## src/rtl/sprite_anim_renderer.sv

```systemverilog
// Animated sprite renderer: 3-stage pixel pipeline feeding a sprite ROM and palette, plus a
// play/loop/one-shot frame sequencer. Define SPRITE_SCALE2X_EN to draw each texel as 2x2 pixels.
module sprite_anim_renderer #(
  parameter int unsigned SPR_W      = 64,
  parameter int unsigned SPR_H      = 64,
  parameter int unsigned NUM_FRAMES = 4,
  parameter int unsigned FRAME_HOLD = 6,
  parameter int unsigned ADDR_W     = 14,
  parameter int unsigned IDX_W      = 4,
  parameter int unsigned TRANSP_IDX = 0,
  localparam int unsigned FW        = (NUM_FRAMES > 1) ? $clog2(NUM_FRAMES) : 1
) (
  input  logic              vga_clk,
  input  logic              reset,
  input  logic [9:0]        DrawX,
  input  logic [9:0]        DrawY,
  input  logic              blank,
  input  logic              frame_start,
  input  logic [9:0]        pos_x,
  input  logic [9:0]        pos_y,
  input  logic              flip_h,
  input  logic              play,
  input  logic              loop,
  output logic [ADDR_W-1:0] rom_address,
  input  logic [IDX_W-1:0]  rom_q,
  output logic [IDX_W-1:0]  pal_index,
  input  logic [3:0]        pal_red,
  input  logic [3:0]        pal_green,
  input  logic [3:0]        pal_blue,
  output logic [3:0]        red,
  output logic [3:0]        green,
  output logic [3:0]        blue,
  output logic              sprite_on,
  output logic [FW-1:0]     cur_frame,
  output logic              anim_done
);

`ifdef SPRITE_SCALE2X_EN
  localparam int unsigned Shift = 1;
`else
  localparam int unsigned Shift = 0;
`endif

  localparam logic [10:0] BoxW = 11'(SPR_W << Shift);
  localparam logic [10:0] BoxH = 11'(SPR_H << Shift);
  localparam int unsigned HW = (FRAME_HOLD > 1) ? $clog2(FRAME_HOLD) : 1;
  localparam logic [HW-1:0] HoldLast  = HW'(FRAME_HOLD - 1);
  localparam logic [FW-1:0] FrameLast = FW'(NUM_FRAMES - 1);

  typedef enum logic [1:0] {StIdle, StPlay, StDone} state_e;

  state_e        state_q, state_d;
  logic [HW-1:0] hold_q, hold_d;
  logic [FW-1:0] frame_q, frame_d;
  logic          done_q, done_d;

  logic [9:0]        rx, ry, tx_raw, ty, tx;
  logic              in_box;
  logic [ADDR_W-1:0] addr_d;
  logic              in_box1_q, blank1_q, in_box2_q, blank2_q;

  // 11-bit compares so a sprite hanging off the right/bottom edge clips instead of wrapping.
  always_comb begin
    rx     = DrawX - pos_x;
    ry     = DrawY - pos_y;
    in_box = ({1'b0, DrawX} >= {1'b0, pos_x}) && ({1'b0, DrawX} < ({1'b0, pos_x} + BoxW)) &&
             ({1'b0, DrawY} >= {1'b0, pos_y}) && ({1'b0, DrawY} < ({1'b0, pos_y} + BoxH));
    tx_raw = rx >> Shift;
    ty     = ry >> Shift;
    tx     = flip_h ? (10'(SPR_W - 1) - tx_raw) : tx_raw;
    addr_d = '0;
    if (in_box) begin
      addr_d = ADDR_W'(frame_q) * ADDR_W'(SPR_W * SPR_H) + ADDR_W'(ty) * ADDR_W'(SPR_W) +
               ADDR_W'(tx);
    end
  end

  assign pal_index = rom_q;
  assign cur_frame = frame_q;
  assign anim_done = done_q;

  always_ff @(posedge vga_clk) begin
    if (reset) begin
      rom_address <= '0;
      in_box1_q   <= 1'b0;
      blank1_q    <= 1'b0;
      in_box2_q   <= 1'b0;
      blank2_q    <= 1'b0;
      red         <= '0;
      green       <= '0;
      blue        <= '0;
      sprite_on   <= 1'b0;
    end else begin
      rom_address <= addr_d;
      in_box1_q   <= in_box;
      blank1_q    <= blank;
      in_box2_q   <= in_box1_q;
      blank2_q    <= blank1_q;
      if (blank2_q && in_box2_q && (rom_q != IDX_W'(TRANSP_IDX))) begin
        red       <= pal_red;
        green     <= pal_green;
        blue      <= pal_blue;
        sprite_on <= 1'b1;
      end else begin
        red       <= '0;
        green     <= '0;
        blue      <= '0;
        sprite_on <= 1'b0;
      end
    end
  end

  always_ff @(posedge vga_clk) begin
    if (reset) begin
      state_q <= StIdle;
      hold_q  <= '0;
      frame_q <= '0;
      done_q  <= 1'b0;
    end else begin
      state_q <= state_d;
      hold_q  <= hold_d;
      frame_q <= frame_d;
      done_q  <= done_d;
    end
  end

  always_comb begin
    state_d = state_q;
    hold_d  = hold_q;
    frame_d = frame_q;
    done_d  = done_q;
    unique case (state_q)
      StIdle: begin
        frame_d = '0;
        done_d  = 1'b0;
        if (frame_start && play) begin
          state_d = StPlay;
          hold_d  = '0;
        end
      end
      StPlay: begin
        if (!play) begin
          state_d = StIdle;
          hold_d  = '0;
          frame_d = '0;
          done_d  = 1'b0;
        end else if (frame_start) begin
          if (hold_q == HoldLast) begin
            hold_d = '0;
            if (frame_q == FrameLast) begin
              if (loop) begin
                frame_d = '0;
              end else begin
                state_d = StDone;
                done_d  = 1'b1;
              end
            end else begin
              frame_d = frame_q + FW'(1);
            end
          end else begin
            hold_d = hold_q + HW'(1);
          end
        end
      end
      StDone: begin
        // Holding on the last frame; only dropping play leaves this state.
        if (!play) begin
          state_d = StIdle;
          hold_d  = '0;
          frame_d = '0;
          done_d  = 1'b0;
        end
      end
      default: state_d = StIdle;
    endcase
  end

endmodule

```

## config.mk

```make
export PLATFORM = sky130hd
export DESIGN_NAME = sprite_anim_renderer
export DESIGN_NICKNAME = d
export VERILOG_FILES = /design/src/rtl/sprite_anim_renderer.sv
export SDC_FILE = /design/constraint.sdc
export NUM_CORES = 1
export LEC_CHECK = 0
export CAP_MARGIN = 30
export CORE_MARGIN = 8
export CORE_UTILIZATION = 45
export DETAILED_ROUTE_END_ITERATION = 10
export MAX_ROUTING_LAYER = met4
export PLACE_DENSITY = 0.8
export REMOVE_ABC_BUFFERS = 1
export SYNTH_ARGS = -nofsm -noshare
export SYNTH_HDL_FRONTEND = slang
export SYNTH_SLANG_ARGS = --single-unit
```

## constraint.sdc

```tcl
create_clock -name vga_clk -period 7.2 [get_ports vga_clk]
set_clock_uncertainty 0.1 [all_clocks]
set_input_delay 2.16 -clock vga_clk [delete_from_list [all_inputs] [get_ports vga_clk]]
set_output_delay 2.16 -clock vga_clk [all_outputs]
set_load 0.005 [all_outputs]
```

# After elaboration in Yosys (flattened, before gate mapping)
# Cells that the tools add are included.
# Widths: inputs -> output; s select.
classes:
  addsub: 9
  order_cmp: 4
  eq_ne: 11
  n_mux: 29
  bitwise_logic: 2
  n_reduce_logical: 15
op_table:
  columns: ["operator", "count"]
  rows:
  - ["$mux 2", 12]
  - ["$add 10x7->11 const B", 2]
  - ["$lt 10x11->1", 2]
  - ["$ge 10x10->1", 2]
  - ["$mux 3", 5]
  - ["$add 14x10->14", 1]
  - ["$add 14x14->14", 1]
  - ["$ne 3x3->1 const B", 4]
  - ["$pmux 2 s3", 2]
  - ["$reduce_and 6->1", 2]
  - ["$mux 10", 1]
  - ["$sub 10x10->10", 1]
  - ["$sub 6x10->10 const A", 1]
  - ["$pmux 3 s3", 1]
  - ["$sub 8x8->8", 1]
  - ["$mux 1", 7]
  - ["$logic_and 1x1->1", 6]
  - ["$reduce_and 5->1", 1]
  - ["$eq 2x2->1 const B", 2]
  - ["$ne 2x2->1 const B", 2]
  - ["$ne 4x4->1 const B", 1]
  - ["$reduce_and 4->1", 1]
  - ["$reduce_bool 4->1", 1]
  - ["$reduce_or 2->1", 2]
  - ["other kinds (8)", 9]
totals:
  regBits: 39
  in_bits: 63
  wordCells: 83

# Depth between registers and ports, before layout
# Gate-level depths: netlist of run 1.
logic_depth:
  depth_word: 7
  depth_mapped: 20

# Least setup slack after synthesis of run 1
# Ideal clock, no wire load.
synth_timing:
  path_type: "input to register"
  start: "input port DrawX[0]"
  end: "register rom_address[13]"
  t_arrival_ns: 5.191
  required_ns: 6.985
  setup_slack_ns: 1.794
  path_stages: 20
  n_path_buf: 0
  cell_sequence: "inv_1 -> ha_1 -> fa_1 -> nand3b_1 -> nand2_2 -> a21o_1 -> a21oi_2 -> xnor2_1 -> inv_1 -> ha_1 -> nand2_1 -> o21ai_0 -> ha_1 -> a21o_1 -> a21oi_1 -> nor2b_1 -> o21a_1 -> a31oi_1 -> xnor2_1 -> nor2_2"
synth_between:
  elab_chain_cells: 6
  word_cells_on_any_way: 11
  cone_classes: "3 x add/sub; 2 x order compare; 1 x mux; 1 x bitwise; 4 x reduce/logical"
synth_rtl:
  columns: ["element", "line_no", "rtl"]
  rows:
  - ["start, declared", "15", "input logic [9:0] DrawX,"]
  - ["branches (longest 6 deep; another with $add 14x10->14)", null, null]
  - ["end signal, assigned", "94", "rom_address <= addr_d;"]
  - ["end, declared", "24", "output logic [ADDR_W-1:0] rom_address,"]
# Parallel ways; which one is timed is not known.
# A chain may end at the register's enable or synchronous reset.

# Final worst setup path of run 1
# Same ends and word-level chain as after synthesis.

==> results of run 1 <==
[per-stage QoR]
stage / total power [W] / hold WS (ps)
floorplan: 0.000386 / 314
global placement: 0.000458 / 318
detailed placement: 0.000467 / 324
CTS: 0.000653 / 341
global route: 0.000693 / 358
finish: 0.000647 / 337
[power by group]
part | internal, W | leakage [nW] | switching (W)
Clock | 0.000112 | 0.0612 | 0.0000736
Combinational | 0.000123 | 1.32 | 0.000115
Sequential | 0.000221 | 0.315 | 0.00000288
[critical path, delay by kind of cell]
kind	cells	cell delay, ps
AO/OA/AOI/OAI	7	1090
XOR/XNOR	2	440
AND/OR/NAND/NOR	5	490
adder cells (fa/ha/maj)	4	1250
buffers and inverters	3	570
[state kept, by name, indices dropped and copies added (netlist names)]
| signal | cells |
|---|---|
| anim_done | 1 |
| blank1_q | 1 |
| blank2_q | 1 |
| blue | 4 |
| cur_frame | 2 |
| green | 4 |
| hold_q | 3 |
| in_box1_q | 1 |
| in_box2_q | 1 |
| red | 4 |
| rom_address | 14 |
| sprite_on | 1 |
| state_q | 2 |
[kinds of logic (layout without fill, tap and decap cells)]
group	after synthesis	after routing	synth area share
AOI/OAI and AO/OA	66	66	0.163
xor gates and xnor gates	30	30	0.0938
buffers and inverters	52	144	0.0786
and+or+nand+nor	96	96	0.192
adders and majority gates	40	40	0.187
DFF	39	39	0.279
muxes	2	2	0.00715
[Yosys cell counts, types with 4 or more instances]
master	instances
nand2_1	13
nor2_1	15
a21o_1	5
and2_1	12
nor3_1	6
a21oi_1	20
clkbuf_1	4
o21a_1	4
xor2_1	9
dfxtp_1	39
nor2b_1	11
ha_1	37
buf_4	4
xnor2_1	21
o21ai_0	8
inv_1	40
a31oi_1	5
nor2_2	9
nand3_1	9
[layout make-up]
type	count	area share
inverters	40	0.0385
multi-input cells	234	0.461
clock inverters	2	0.00897
flip-flops and latches	39	0.200
well taps	75	0.0240
repair buffers	96	0.246
clock buffers	6	0.0212
[worst max-delay path by stage]
stage	from	to	slack, ps	depth (start not counted)
detailed placement	DrawX[0]	rom_address[13]$_SDFF_PP0_	950	21
CTS	DrawX[0]	rom_address[13]$_SDFF_PP0_	1250	21
global route	DrawX[0]	rom_address[13]$_SDFF_PP0_	1020	21
floorplan	DrawX[0]	rom_address[13]$_SDFF_PP0_	1800	20
global placement	DrawX[0]	rom_address[13]$_SDFF_PP0_	1140	21
finish	DrawX[0]	rom_address[13]$_SDFF_PP0_	1260	21
[metal layers]
layer / share of wire / up-vias / GRT usage
met5: 0 / - / -
met4: 0.014 / 0 / 0.0546
met3: 0.081 / 8 / 0.0405
met2: 0.49 / 85 / 0.280
met1: 0.42 / 1154 / 0.176
li1: - / 1286 / -
==> impl_metrics.tcl, run 1 <==
set metrics [dict create \
    cp_data_required_time_ps 7260 \
    critPathArrivalTime_ps 6000 \
    hp-start "in_box1_q$_SDFF_PP0_" \
    track_usage 0.162 \
    slowest_delay_ps 450 \
    row_count 28 \
    path_clk_slew_ps 70 \
    reg2reg_to "cur_frame[0]$_SDFFE_PP0P_" \
    start_util 0.470 \
    drcViolationCount 0 \
    maxSlewHeadroom 0.371 \
    die_area_um2 9010 \
    cts-root-buf "clkbuf_8" \
    outcome "finished clean" \
    cts_buffer_depth 2 \
    cp_slowest_cell "clkdlybuf4s50_1" \
    ys_ff_latch 39 \
    synth_top_area_frac 0.279 \
    synth-edff-count 0 \
    cts_made_buffers 5 \
    leakagePower_nw 1.70 \
    grt-ovfl-total 0 \
    hold_viol_final 0 \
    area_delta_synth_final_pct 39.3 \
    path_cells "clkdlybuf4s50_1, inv_1, ha_1, fa_1, nand3b_1, nand2_2, a21o_1, a21oi_2, xnor2_1, inv_1, ha_1, nand2_1, o21ai_0, ha_1, a21o_1, a21oi_1, nor2b_1, o21a_1, a31oi_1, xnor2_1, nor2_2" \
    stdcell_area_um2 3900 \
    post_cts_buffers 0 \
    place_ws_ps 953 \
    crit_fanout 4 \
    placedInstanceArea_um2 3790 \
    setup_ws_ps 1260 \
    dp_hpwl_mm 5.85 \
    clock_latency_ps 290 \
    grt_pass1_vias 2570 \
    io_buffers 96 \
    post_cts_resized 0 \
    layout_common_cells "clkdlybuf4s50_1 (96), inv_1 (40), dfxtp_1 (39)" \
    yosys_warnings 0 \
    path_class "in2reg" \
    worstHoldPathType "reg2reg" \
    netlist_area_um2 2800 \
    vias 2533 \
    gp_congestion 0.880 \
    cts_tree "built" \
    multiInputGateArea_um2 1800 \
    reg2reg_depth 6 \
    worstHoldEndpoint "in_box2_q$_SDFF_PP0_" \
    design.core.area_um2 5960 \
    post_drt_wl_per_cell_um 14.2 \
    io_pins 97 \
    grt_max_degree 16 \
    seqCellArea_um2 781 \
    cp_common_cell "ha_1" \
    die_y_um 94.9 \
    tns_ps 0 \
    via_per_inst 5.15 \
    grt_pass1_wl_mm 11.5 \
    final_core_util 0.655 \
    max_freq_mhz 168 \
    holdPathStages 1 \
    async_reset_ff_frac 0 \
    fill_cells 530 \
    r2r_slack_ps 5290 \
    maxCapViolCount 0 \
    nets 519 \
    antenna_found_initial 0 \
    tightest_slew_ps 937 \
    ant_nets 0 \
    drive_above_1_share 0.0671 \
    hold_buffers 0 \
    finalSetupViolations 0 \
    wl_mm 6.97 \
    rsz0062_at_grt "false" \
    cts.sinks 39 \
    ys_seq_area_frac 0.279 \
    layout_commonest_cell "clkdlybuf4s50_1" \
    synth_cells 325 \
    startpoint_type "primary input" \
    ys_types 55 \
    r2r-start "cur_frame[0]$_SDFFE_PP0P_" \
    synth_area_leaders "dfxtp_1 (28%), ha_1 (17%), xnor2_1 (6.6%)" \
    stdcell_count 492 \
    irDropWorstVdd_mv 0.121 \
    drt_iter0_drc 64 \
    synth.avg_cell_area_um2 8.62 \
    antennaDiodeCount 0 \
    finalWorstPathRequiredPeriod_ps 5940 \
    post-route-period-util 0.825 \
    post-place-cells 484 \
    synth.largest_area_cell "dfxtp_1" \
    firstDrtPassIters 4 \
    maxSlewViolCount 0 \
    cts_max_level 2 \
    p_per_area_nw_per_um2 166 \
    end_kind "flip-flop" \
    fp.dieW_um 94.9 \
    synth-main-ff-cell "dfxtp_1" \
]
Note: power is estimated with default switching activity, not from simulation.
==> inputs of run 2 (changes only) <==
--- a/config.mk
+++ b/config.mk
@@ -7,10 +7,10 @@
 export LEC_CHECK = 0
 export CAP_MARGIN = 30
 export CORE_MARGIN = 8
-export CORE_UTILIZATION = 45
+export CORE_UTILIZATION = 42
 export DETAILED_ROUTE_END_ITERATION = 10
 export MAX_ROUTING_LAYER = met4
-export PLACE_DENSITY = 0.8
+export PLACE_DENSITY = 0.78
 export REMOVE_ABC_BUFFERS = 1
 export SYNTH_ARGS = -nofsm -noshare
 export SYNTH_HDL_FRONTEND = slang
==> constraint.sdc (replaced) <==
create_clock -name vga_clk -period 5.1 [get_ports vga_clk]
set_clock_uncertainty 0.1 [all_clocks]
set_input_delay 1.53 -clock vga_clk [delete_from_list [all_inputs] [get_ports vga_clk]]
set_output_delay 1.53 -clock vga_clk [all_outputs]
set_load 0.005 [all_outputs]
==> impl_metrics.tcl, run 2 (synthesized netlist as in run 1, its figures left out) <==
set metrics [dict create \
    outcome "finished clean" \
    setup_ws_ps 175 \
    drcViolationCount 0 \
    placedInstanceArea_um2 3900 \
    layout_commonest_cell "clkdlybuf4s50_1" \
    fp.dieW_um 97.7 \
    grt_max_degree 16 \
    io_buffers 96 \
    area_delta_synth_final_pct 44.4 \
    gp_congestion 0.846 \
    cts.sinks 39 \
    holdWs_ps 351 \
    worstHoldPathType "reg2reg" \
    cts_buffer_depth 2 \
    wl_mm 7.02 \
    die_y_um 97.7 \
    ant_nets 0 \
    hold_buffers 0 \
    cts_tree "built" \
    cts_made_buffers 5 \
    clock_latency_ps 280 \
    crit_fanout 2 \
    reg2reg_depth 6 \
    die_area_um2 9540 \
    path_class "in2reg" \
    largest_reg_flops 14 \
    nets 535 \
    cts-root-buf "clkbuf_8" \
    end_kind "flip-flop" \
    place_ws_ps -292 \
    r2r-start "cur_frame[0]$_SDFFE_PP0P_" \
    grt_pass1_vias 2533 \
    dp_hpwl_mm 5.89 \
    critPathArrivalTime_ps 4970 \
    holdPathStages 1 \
    antennaDiodeCount 0 \
    max_freq_mhz 203 \
    stdcell_area_um2 4050 \
    io_pins 97 \
    hp-start "blank1_q$_SDFF_PP0_" \
    startpoint_type "primary input" \
    grt-ovfl-total 0 \
    reg2reg_to "cur_frame[0]$_SDFFE_PP0P_" \
    row_count 29 \
    r2r_slack_ps 3220 \
    hold_viol_final 0 \
    post-route-period-util 0.966 \
    layout_common_cells "clkdlybuf4s50_1 (96), inv_1 (40), dfxtp_1 (39)" \
    finalWorstPathRequiredPeriod_ps 4930 \
    p_per_area_nw_per_um2 235 \
    fill_cells 561 \
    grt_pass1_wl_mm 11.7 \
    via_per_inst 5.06 \
    drt_iter0_drc 74 \
    leakagePower_nw 1.78 \
    firstDrtPassIters 4 \
    irDropWorstVdd_mv 0.240 \
    path_clk_slew_ps 80 \
    maxCapViolCount 0 \
    start_util 0.439 \
    maxSlewViolCount 0 \
    cts_max_level 2 \
    track_usage 0.146 \
    worstHoldEndpoint "blank2_q$_SDFF_PP0_" \
    maxSlewHeadroom 0.554 \
    tightest_slew_ps 669 \
    largest_register "rom_address" \
    design.core.area_um2 6390 \
    finalSetupViolations 0 \
    post_drt_wl_per_cell_um 13.8 \
    cp_data_required_time_ps 5150 \
    drive_above_1_share 0.113 \
    vias 2579 \
    antenna_found_initial 0 \
]
## run 2: cell types whose count changed in the layout (fill, tap and decap cells not counted)
cell	delta
clkbuf_4	+1
fa_1	-1
a21oi_1	-1
a21oi_2	+1
o21ai_2	+1
clkbuf_8	-1
xnor2_2	+2
xnor2_1	-2
fa_2	+1
buf_4	+15
o21ai_0	-1
clkinv_4	+1
## run 2: metrics by stage
stage | total power [W] | instances | util | TNS (ps)
after floorplan | 0.000544 | 313 | - | 0
after global placement | 0.000681 | 501 | 0.611 | -270
after detailed placement | 0.000692 | 501 | 0.611 | -719
after CTS | 0.000947 | 509 | 0.629 | 0
after global routing | 0.00101 | 510 | 0.634 | -43.3
final | 0.000951 | 510 | 0.634 | 0
## run 2: area by class of cell
cell class / count / area (um^2) / area share
timing repair buffer: 112 / 1080 / 0.267
multi-input combinational: 234 / 1830 / 0.451
clock buffer: 5 / 68.8 / 0.0170
tap: 77 / 96.3 / 0.0238
inverter: 40 / 150 / 0.0371
sequential: 39 / 781 / 0.193
clock inverter: 3 / 43.8 / 0.0108
## run 2: what timing repair did
item | in CTS | in global routing
gates resized for setup | 0 | 6
endpoints found under the hold margin | 0 | 0
setup endpoints to repair | 0 | 4
setup buffers | 0 | 0
## run 2: worst max-delay path by stage
| stage | slack, ps | cells past startpoint | startpoint | to |
|---|---|---|---|---|
| after floorplan | 330 | 20 | DrawX[0] | rom_address[13]$_SDFF_PP0_ |
| after global placement | -150 | 21 | DrawX[0] | rom_address[13]$_SDFF_PP0_ |
| after detailed placement | -290 | 21 | DrawX[0] | rom_address[13]$_SDFF_PP0_ |
| after CTS | 3 | 21 | DrawX[0] | rom_address[13]$_SDFF_PP0_ |
| after global routing | -40 | 21 | DrawX[0] | rom_address[13]$_SDFF_PP0_ |
| final | 170 | 21 | DrawX[0] | rom_address[13]$_SDFF_PP0_ |
## run 2: power by group
group / leakage (nW) / switching, W / total [W] / internal (W)
combinational: 1.41 / 0.000176 / 0.000383 / 0.000207
sequential: 0.315 / 0.00000359 / 0.000315 / 0.000311
clock: 0.0581 / 0.000107 / 0.000253 / 0.000146
total: 1.78 / 0.000287 / 0.000951 / 0.000664
## run 2: per-layer routing
| layer | share of wire | wire length (um) | vias to the layer above | GRT usage |
|---|---|---|---|---|
| li1 | - | - | 1322 | - |
| met3 | 0.049 | 343 | 6 | 0.0320 |
| met5 | 0 | 0 | - | - |
| met1 | 0.47 | 3320 | 1173 | 0.171 |
| met4 | 0.0083 | 58 | 0 | 0.0361 |
| met2 | 0.47 | 3290 | 78 | 0.246 |
## run 2: worst max-delay path: stages
cell,delay (ps)
clkdlybuf4s50_1,470
inv_1,50
ha_1,220
fa_2,350
nand3b_1,170
nand2_2,70
a21o_1,120
a21oi_2,70
xnor2_2,150
inv_1,60
ha_1,270
nand2_1,80
o21ai_2,80
ha_1,290
a21o_1,190
a21oi_2,170
nor2b_1,80
o21a_1,180
a31oi_1,170
xnor2_1,160
nor2_2,40
==> inputs of run 3 (changes only) <==
--- a/config.mk
+++ b/config.mk
@@ -9,6 +9,7 @@
 export CORE_MARGIN = 8
 export CORE_UTILIZATION = 42
 export DETAILED_ROUTE_END_ITERATION = 10
+export HOLD_SLACK_MARGIN = 0.06
 export MAX_ROUTING_LAYER = met4
 export PLACE_DENSITY = 0.78
 export REMOVE_ABC_BUFFERS = 1
==> results of run 3 <==
Same layout as run 2: the final DEF is identical, and so are final timing and power.
